==> config.mk <==
export PLATFORM = sky130hd
export DESIGN_NAME = control_unit_ls
export DESIGN_NICKNAME = d
export VERILOG_FILES = /design/src/rtl/cpu_ctrl_pkg.sv /design/src/rtl/cu_opdecode.sv /design/src/rtl/control_unit_ls.sv
export SDC_FILE = /design/constraint.sdc
export NUM_CORES = 1
export LEC_CHECK = 0
export ABC_AREA = 1
export ABC_CLOCK_PERIOD_IN_PS = 1100
export CAP_MARGIN = 20
export CORE_UTILIZATION = 25
export DETAILED_ROUTE_END_ITERATION = 10
export DONT_BUFFER_PORTS = 1
export PLACE_DENSITY = 0.38
export SYNTH_ARGS = -nofsm -noshare
export SYNTH_HDL_FRONTEND = slang
export SYNTH_SLANG_ARGS = --single-unit
export TNS_END_PERCENT = 100
==> constraint.sdc <==
create_clock -name clk -period 1.1 [get_ports clk]
set_input_delay 0.165 -clock clk [delete_from_list [all_inputs] [get_ports clk]]
set_output_delay 0.165 -clock clk [all_outputs]
set_load 0.02 [all_outputs]
==> src/rtl/cpu_ctrl_pkg.sv <==
// Shared definitions for the Mini SRC load/store/ALU control sequencer:
// state encoding, opcode values, IR field positions and instruction classes.
package cpu_ctrl_pkg;

  localparam int IR_WIDTH = 32;
  localparam int OP_WIDTH = 5;

  // IR field positions
  localparam int OP_MSB = 31;
  localparam int OP_LSB = 27;
  localparam int RA_MSB = 26;
  localparam int RA_LSB = 23;
  localparam int RB_MSB = 22;
  localparam int RB_LSB = 19;
  localparam int RC_MSB = 18;
  localparam int RC_LSB = 15;
  localparam int C_MSB  = 18;
  localparam int C_LSB  = 0;

  typedef enum logic [3:0] {
    ST_RST  = 4'd0,
    ST_T0   = 4'd1,
    ST_T1   = 4'd2,
    ST_T2   = 4'd3,
    ST_T3   = 4'd4,
    ST_T4   = 4'd5,
    ST_T5   = 4'd6,
    ST_T6   = 4'd7,
    ST_T7   = 4'd8,
    ST_IDLE = 4'd9,
    ST_HALT = 4'd10
  } state_e;

  localparam logic [4:0] OP_LD   = 5'b00000;
  localparam logic [4:0] OP_LDI  = 5'b00001;
  localparam logic [4:0] OP_ST   = 5'b00010;
  localparam logic [4:0] OP_ADD  = 5'b00011;
  localparam logic [4:0] OP_SUB  = 5'b00100;
  localparam logic [4:0] OP_AND  = 5'b00101;
  localparam logic [4:0] OP_OR   = 5'b00110;
  localparam logic [4:0] OP_ADDI = 5'b01100;
  localparam logic [4:0] OP_NOP  = 5'b11010;
  localparam logic [4:0] OP_HALT = 5'b11011;

  typedef enum logic [2:0] {
    CLS_LD   = 3'd0,
    CLS_LDI  = 3'd1,
    CLS_ST   = 3'd2,
    CLS_ALU3 = 3'd3,
    CLS_ADDI = 3'd4,
    CLS_NOP  = 3'd5,
    CLS_HALT = 3'd6,
    CLS_ILL  = 3'd7
  } iclass_e;

  // Bit positions inside the one-hot ALU select vector
  localparam int ALU_ADD = 0;
  localparam int ALU_SUB = 1;
  localparam int ALU_AND = 2;
  localparam int ALU_OR  = 3;

  // True when state s is the final execution step of instruction class c.
  // HALT never reaches a boundary; it is diverted to the HALT state instead.
  function automatic logic isLastStep(input state_e s, input iclass_e c);
    logic last;
    last = 1'b0;
    case (c)
      CLS_LD, CLS_ST:              last = (s == ST_T7);
      CLS_LDI, CLS_ALU3, CLS_ADDI: last = (s == ST_T5);
      CLS_NOP, CLS_ILL:            last = (s == ST_T3);
      default:                     last = 1'b0;
    endcase
    return last;
  endfunction

endpackage

==> src/rtl/cu_opdecode.sv <==
// Combinational opcode classifier: maps the IR opcode field to an instruction
// class and, for three-register ALU ops, the one-hot ALU select.
module cu_opdecode
  import cpu_ctrl_pkg::*;
#(
  parameter int OP_W = 5
) (
  input  logic [OP_W-1:0] opcode_i,
  output iclass_e         iClass_o,
  output logic [3:0]      aluOp_o
);

  // Anything not in the supported subset is classed illegal
  always_comb begin
    iClass_o = CLS_ILL;
    aluOp_o  = 4'b0000;
    case (opcode_i)
      OP_LD:   iClass_o = CLS_LD;
      OP_LDI:  iClass_o = CLS_LDI;
      OP_ST:   iClass_o = CLS_ST;
      OP_ADD: begin
        iClass_o         = CLS_ALU3;
        aluOp_o[ALU_ADD] = 1'b1;
      end
      OP_SUB: begin
        iClass_o         = CLS_ALU3;
        aluOp_o[ALU_SUB] = 1'b1;
      end
      OP_AND: begin
        iClass_o         = CLS_ALU3;
        aluOp_o[ALU_AND] = 1'b1;
      end
      OP_OR: begin
        iClass_o        = CLS_ALU3;
        aluOp_o[ALU_OR] = 1'b1;
      end
      OP_ADDI: iClass_o = CLS_ADDI;
      OP_NOP:  iClass_o = CLS_NOP;
      OP_HALT: iClass_o = CLS_HALT;
      default: iClass_o = CLS_ILL;
    endcase
  end

endmodule

==> src/rtl/control_unit_ls.sv <==
// Hardwired Moore sequencer for the Mini SRC datapath: fetch plus ld/ldi/st/
// ALU/addi execution. Strobes are a pure decode of the state and IR opcode.
module control_unit_ls
  import cpu_ctrl_pkg::*;
#(
  parameter int IR_W            = 32,
  parameter int OP_W            = 5,
  parameter bit HALT_ON_ILLEGAL = 1'b0
) (
  input  logic            clk,
  input  logic            reset,
  input  logic [IR_W-1:0] IR,
  input  logic            stop,
  output logic            PCout,
  output logic            Zlowout,
  output logic            MDRout,
  output logic            Cout,
  output logic            Gra,
  output logic            Grb,
  output logic            Grc,
  output logic            Rin,
  output logic            Rout,
  output logic            BAout,
  output logic            PCin,
  output logic            IRin,
  output logic            Yin,
  output logic            Zin,
  output logic            MARin,
  output logic            MDRin,
  output logic            IncPC,
  output logic            Read,
  output logic            write_mem,
  output logic            ADD,
  output logic            SUB,
  output logic            AND,
  output logic            OR,
  output logic            CON_RESET,
  output logic            run,
  output logic            illegal
);

  state_e          state_q;
  state_e          state_d;
  state_e          boundary;
  iclass_e         iClass;
  logic [3:0]      aluOp;
  logic [OP_W-1:0] opcode;
  logic            unusedIrFields;

  assign opcode = IR[IR_W-1 -: OP_W];
  // Register and constant fields are consumed by the datapath, not here
  assign unusedIrFields = ^IR[IR_W-OP_W-1:0];

  cu_opdecode #(
    .OP_W(OP_W)
  ) uOpDecode (
    .opcode_i(opcode),
    .iClass_o(iClass),
    .aluOp_o (aluOp)
  );

  assign boundary = stop ? ST_IDLE : ST_T0;

  always_comb begin
    state_d = state_q;
    case (state_q)
      ST_RST:  state_d = ST_T0;
      ST_T0:   state_d = ST_T1;
      ST_T1:   state_d = ST_T2;
      ST_T2:   state_d = ST_T3;
      ST_T3: begin
        if (iClass == CLS_HALT)
          state_d = ST_HALT;
        else if (iClass == CLS_ILL && HALT_ON_ILLEGAL)
          state_d = ST_HALT;
        else if (isLastStep(state_q, iClass))
          state_d = boundary;
        else
          state_d = ST_T4;
      end
      ST_T4:   state_d = isLastStep(state_q, iClass) ? boundary : ST_T5;
      ST_T5:   state_d = isLastStep(state_q, iClass) ? boundary : ST_T6;
      ST_T6:   state_d = isLastStep(state_q, iClass) ? boundary : ST_T7;
      ST_T7:   state_d = boundary;
      ST_IDLE: state_d = stop ? ST_IDLE : ST_T0;
      ST_HALT: state_d = ST_HALT;
      default: state_d = ST_RST;
    endcase
  end

  always_ff @(posedge clk or posedge reset) begin
    if (reset)
      state_q <= ST_RST;
    else
      state_q <= state_d;
  end

  always_comb begin
    PCout     = 1'b0;
    Zlowout   = 1'b0;
    MDRout    = 1'b0;
    Cout      = 1'b0;
    Gra       = 1'b0;
    Grb       = 1'b0;
    Grc       = 1'b0;
    Rin       = 1'b0;
    Rout      = 1'b0;
    BAout     = 1'b0;
    PCin      = 1'b0;
    IRin      = 1'b0;
    Yin       = 1'b0;
    Zin       = 1'b0;
    MARin     = 1'b0;
    MDRin     = 1'b0;
    IncPC     = 1'b0;
    Read      = 1'b0;
    write_mem = 1'b0;
    ADD       = 1'b0;
    SUB       = 1'b0;
    AND       = 1'b0;
    OR        = 1'b0;
    CON_RESET = 1'b0;
    run       = 1'b0;
    illegal   = 1'b0;
    case (state_q)
      ST_RST: CON_RESET = 1'b1;
      ST_T0: begin
        run   = 1'b1;
        IncPC = 1'b1;
        PCin  = 1'b1;
        MARin = 1'b1;
      end
      ST_T1: begin
        run   = 1'b1;
        Read  = 1'b1;
        MDRin = 1'b1;
      end
      ST_T2: begin
        run    = 1'b1;
        MDRout = 1'b1;
        IRin   = 1'b1;
      end
      ST_T3: begin
        run = 1'b1;
        case (iClass)
          CLS_LD, CLS_LDI, CLS_ST: begin
            Grb   = 1'b1;
            BAout = 1'b1;
            Yin   = 1'b1;
          end
          CLS_ALU3, CLS_ADDI: begin
            Grb  = 1'b1;
            Rout = 1'b1;
            Yin  = 1'b1;
          end
          CLS_ILL: illegal = 1'b1;
          default: ;
        endcase
      end
      ST_T4: begin
        run = 1'b1;
        case (iClass)
          CLS_LD, CLS_LDI, CLS_ST, CLS_ADDI: begin
            Cout = 1'b1;
            ADD  = 1'b1;
            Zin  = 1'b1;
          end
          CLS_ALU3: begin
            Grc  = 1'b1;
            Rout = 1'b1;
            Zin  = 1'b1;
            ADD  = aluOp[ALU_ADD];
            SUB  = aluOp[ALU_SUB];
            AND  = aluOp[ALU_AND];
            OR   = aluOp[ALU_OR];
          end
          default: ;
        endcase
      end
      ST_T5: begin
        run = 1'b1;
        case (iClass)
          CLS_LD, CLS_ST: begin
            Zlowout = 1'b1;
            MARin   = 1'b1;
          end
          CLS_LDI, CLS_ALU3, CLS_ADDI: begin
            Zlowout = 1'b1;
            Gra     = 1'b1;
            Rin     = 1'b1;
          end
          default: ;
        endcase
      end
      ST_T6: begin
        run = 1'b1;
        case (iClass)
          CLS_LD: begin
            Read  = 1'b1;
            MDRin = 1'b1;
          end
          // Read stays low so MDR captures the store data from the bus
          CLS_ST: begin
            Gra   = 1'b1;
            Rout  = 1'b1;
            MDRin = 1'b1;
          end
          default: ;
        endcase
      end
      ST_T7: begin
        run = 1'b1;
        case (iClass)
          CLS_LD: begin
            MDRout = 1'b1;
            Gra    = 1'b1;
            Rin    = 1'b1;
          end
          CLS_ST:  write_mem = 1'b1;
          default: ;
        endcase
      end
      default: ;
    endcase
  end

endmodule

==> flow_summary.ini <==
[final_layout]
largest_reg_flops = 4
top_regs = state_q: 4 flops
fin_nets = 245
finalCoreUtilization_pct = 56.9
final.fill_count = 279
antennaDiodeCount = 0
top_register = state_q
drive_gt1_share_pct = 64.9
area_growth_pct = 111

[routing]
via_count = 1098
antenna_left = 0
wl_um = 2910
routedWlPerCell_um = 12.2
drtIter0Drc = 19
drc_errors = 2
dr.pass1.iters = 7
viasPerCell = 4.59

[floorplanning]
initial_utilization_pct = 26.9
die_w_um = 56.9
io_pins = 61
core_area_um2 = 2810
rows = 19
die_h_um = 56.9
die-area_um2 = 3240

[yosys]
yosysWarnings = 0
synthFlopType = dfrtp_1
synth_nets = 175
synth_seq_area_share_pct = 13.3
synthCells = 140
synthesis.area_um2 = 754
synth_edf_count = 0
syn_avg_cell_area_um2 = 5.39
synth.ff_latch_count = 4
async_reset_ff_share_pct = 100
ys_types = 22

[sta]
slew_violations = 0
fin_skew_ns = 0.00426
rsz0062_at_grt = true
period_needed_ns = 1.67
hold_viol_final = 0
setup_violations = 29
worst_hold_slack_ns = 0.217
period_share_pct = 152
setup_slack_ns = -0.572
tns_ns = -13.56
max_freq_ghz = 0.598

[critical_path]
endpoint_kind = output port
startpoint_type = register
critPathArrivalTime_ns = 1.51
required_ns = 0.94
cp_max_fo = 3
critPathKind = register to output port

[grt]
grt_max_degree = 8
grt_pass1_wl_um = 4710
globalRouteTotalUtil_pct = 19.1
grt_antenna_before_repair = 0
grt_pass1_vias = 1114
overflow = 0

[place]
io_buffers = 0
dp_hpwl_um = 2300
gp_congestion = 0.899

[clock_tree]
clock-sinks = 4
htreeDepth = 1
cts_buffers = 3
clockBufferDepth = 2
cts_tree = yes
clk_latency_ns = 0.24
clk_pin_slew_ns = 0.04
cts_root_buf = clkbuf_4

[flow_run]
drv_cap = 0

[power]
power_density_nw_per_um2 = 2000
vdd_drop_max_mv = 0.650
p_leak_nw = 0.814

[run_status]
status = finished, violations left
violations = DRC, setup timing

[worst_hold_path]
hold_class = primary input to register
worst max-delay path, cell delays in order (launching register included):
cell and delay [ns]:
dfrtp_1 0.40, buf_4 0.15, buf_6 0.11, nor2_4 0.09, inv_2 0.06, nor2_4 0.10, inv_2 0.06, nor2_4 0.14
inv_4 0.07, o21ai_4 0.09
per-stage QoR:
stage,worst slack (ns),instance area [um2],std cells,total power [W]
detailed placement,-0.326,1290,215,0.00229
floorplan,-0.405,890,140,0.00147
global placement,-0.367,1290,215,0.00228
global route,-0.644,1600,239,0.00339
CTS,-0.536,1510,233,0.00291
finish,-0.572,1600,239,0.00319
placed cells by master (no fill, tap or decap):
cell	n
nor3_1	2
o2111ai_2	1
nand2_2	5
nand3_4	2
o21ai_4	2
a31oi_4	1
inv_1	13
conb_1	1
nand3b_1	1
o211ai_1	1
buf_4	58
nor2_4	15
buf_6	6
nor3_2	1
a21oi_1	1
nor3_4	1
o21ai_0	2
dfrtp_1	4
clkbuf_4	3
a221oi_1	1
nor2_2	9
o21ai_1	2
nor2_1	10
nand2_4	4
nand2_1	23
nand3_2	4
a21oi_2	1
inv_2	14
dlygate4sd3_1	1
inv_4	5
nand3_1	6
buf_12	3
nand4_1	5
report_power, final:
part / total, W / internal [W] / switching, W
Sequential: 0.000291 / 0.000221 / 0.0000693
Combinational: 0.00271 / 0.00127 / 0.00144
Clock: 0.000187 / 0.000122 / 0.0000648
Total: 0.00319 / 0.00161 / 0.00158
cells in the mapped netlist, types with 2 or more instances:
| library cell | count | area (um2) |
|---|---|---|
| nor3_2 | 2 | 20.0 |
| nor2_4 | 4 | 45.0 |
| o21ai_0 | 6 | 30.0 |
| nand3_2 | 3 | 30.0 |
| dfrtp_1 | 4 | 100 |
| nand4_1 | 5 | 31.3 |
| nand3_1 | 9 | 45.0 |
| a21oi_1 | 2 | 10.0 |
| inv_1 | 24 | 90.1 |
| nor2_2 | 5 | 31.3 |
| nand2_1 | 31 | 116 |
| nor3_1 | 2 | 10.0 |
| inv_2 | 8 | 30.0 |
| nor2_1 | 25 | 93.8 |
| buf_4 | 3 | 22.5 |
logic make-up (layout without fill, tap and decap cells):
kind of cell / Yosys count / in the layout / share of synthesized area, %
AND/OR/NAND/NOR: 88 / 88 / 57.9
buffers and inverters: 35 / 103 / 18.9
AO/OA/AOI/OAI: 12 / 12 / 9.45
flip-flops: 4 / 4 / 13.3
other: 1 / 1 / 0.497
layout make-up:
type	count	area (um2)	share of cell area [%]
inverters	32	133	8.31
repair buffers	68	573	35.9
multi-input cells	101	728	45.6
well taps	31	38.8	2.43
clock buffers	3	22.5	1.41
flip-flops and latches	4	100	6.27
final timing paths:
path	startpoint	to	slack [ns]	cells after the start
worst min register to register	state_q[2]$_DFF_PP0_	state_q[1]$_DFF_PP0_	0.64	3
worst max-delay path	state_q[2]$_DFF_PP0_	MDRout	-0.57	9
worst max register to register	state_q[2]$_DFF_PP0_	state_q[0]$_DFF_PP0_	-0.56	10
max in group asynchronous	reset	state_q[3]$_DFF_PP0_	0.70	2
worst min-delay path	IR[27]	state_q[0]$_DFF_PP0_	0.22	3
min in group asynchronous	reset	state_q[1]$_DFF_PP0_	0.24	2
routing by layer:
metal | vias up | track usage [%] | routed length, um
li1 | 573 | - | -
met1 | 485 | 19.1 | 1110
met2 | 33 | 37.0 | 1630
met3 | 7 | 4.76 | 123
met4 | 0 | 8.36 | 51
met5 | - | 0 | 0
repair_timing:
item	4_1_cts	5_1_grt
buffers inserted	14	6
setup endpoints to repair	29	29
hold endpoints to repair	4	0
gates resized for setup	28	13
pin swaps	12	7
hold buffers	1	0
No activity file was read; power rests on OpenSTA's default activity.
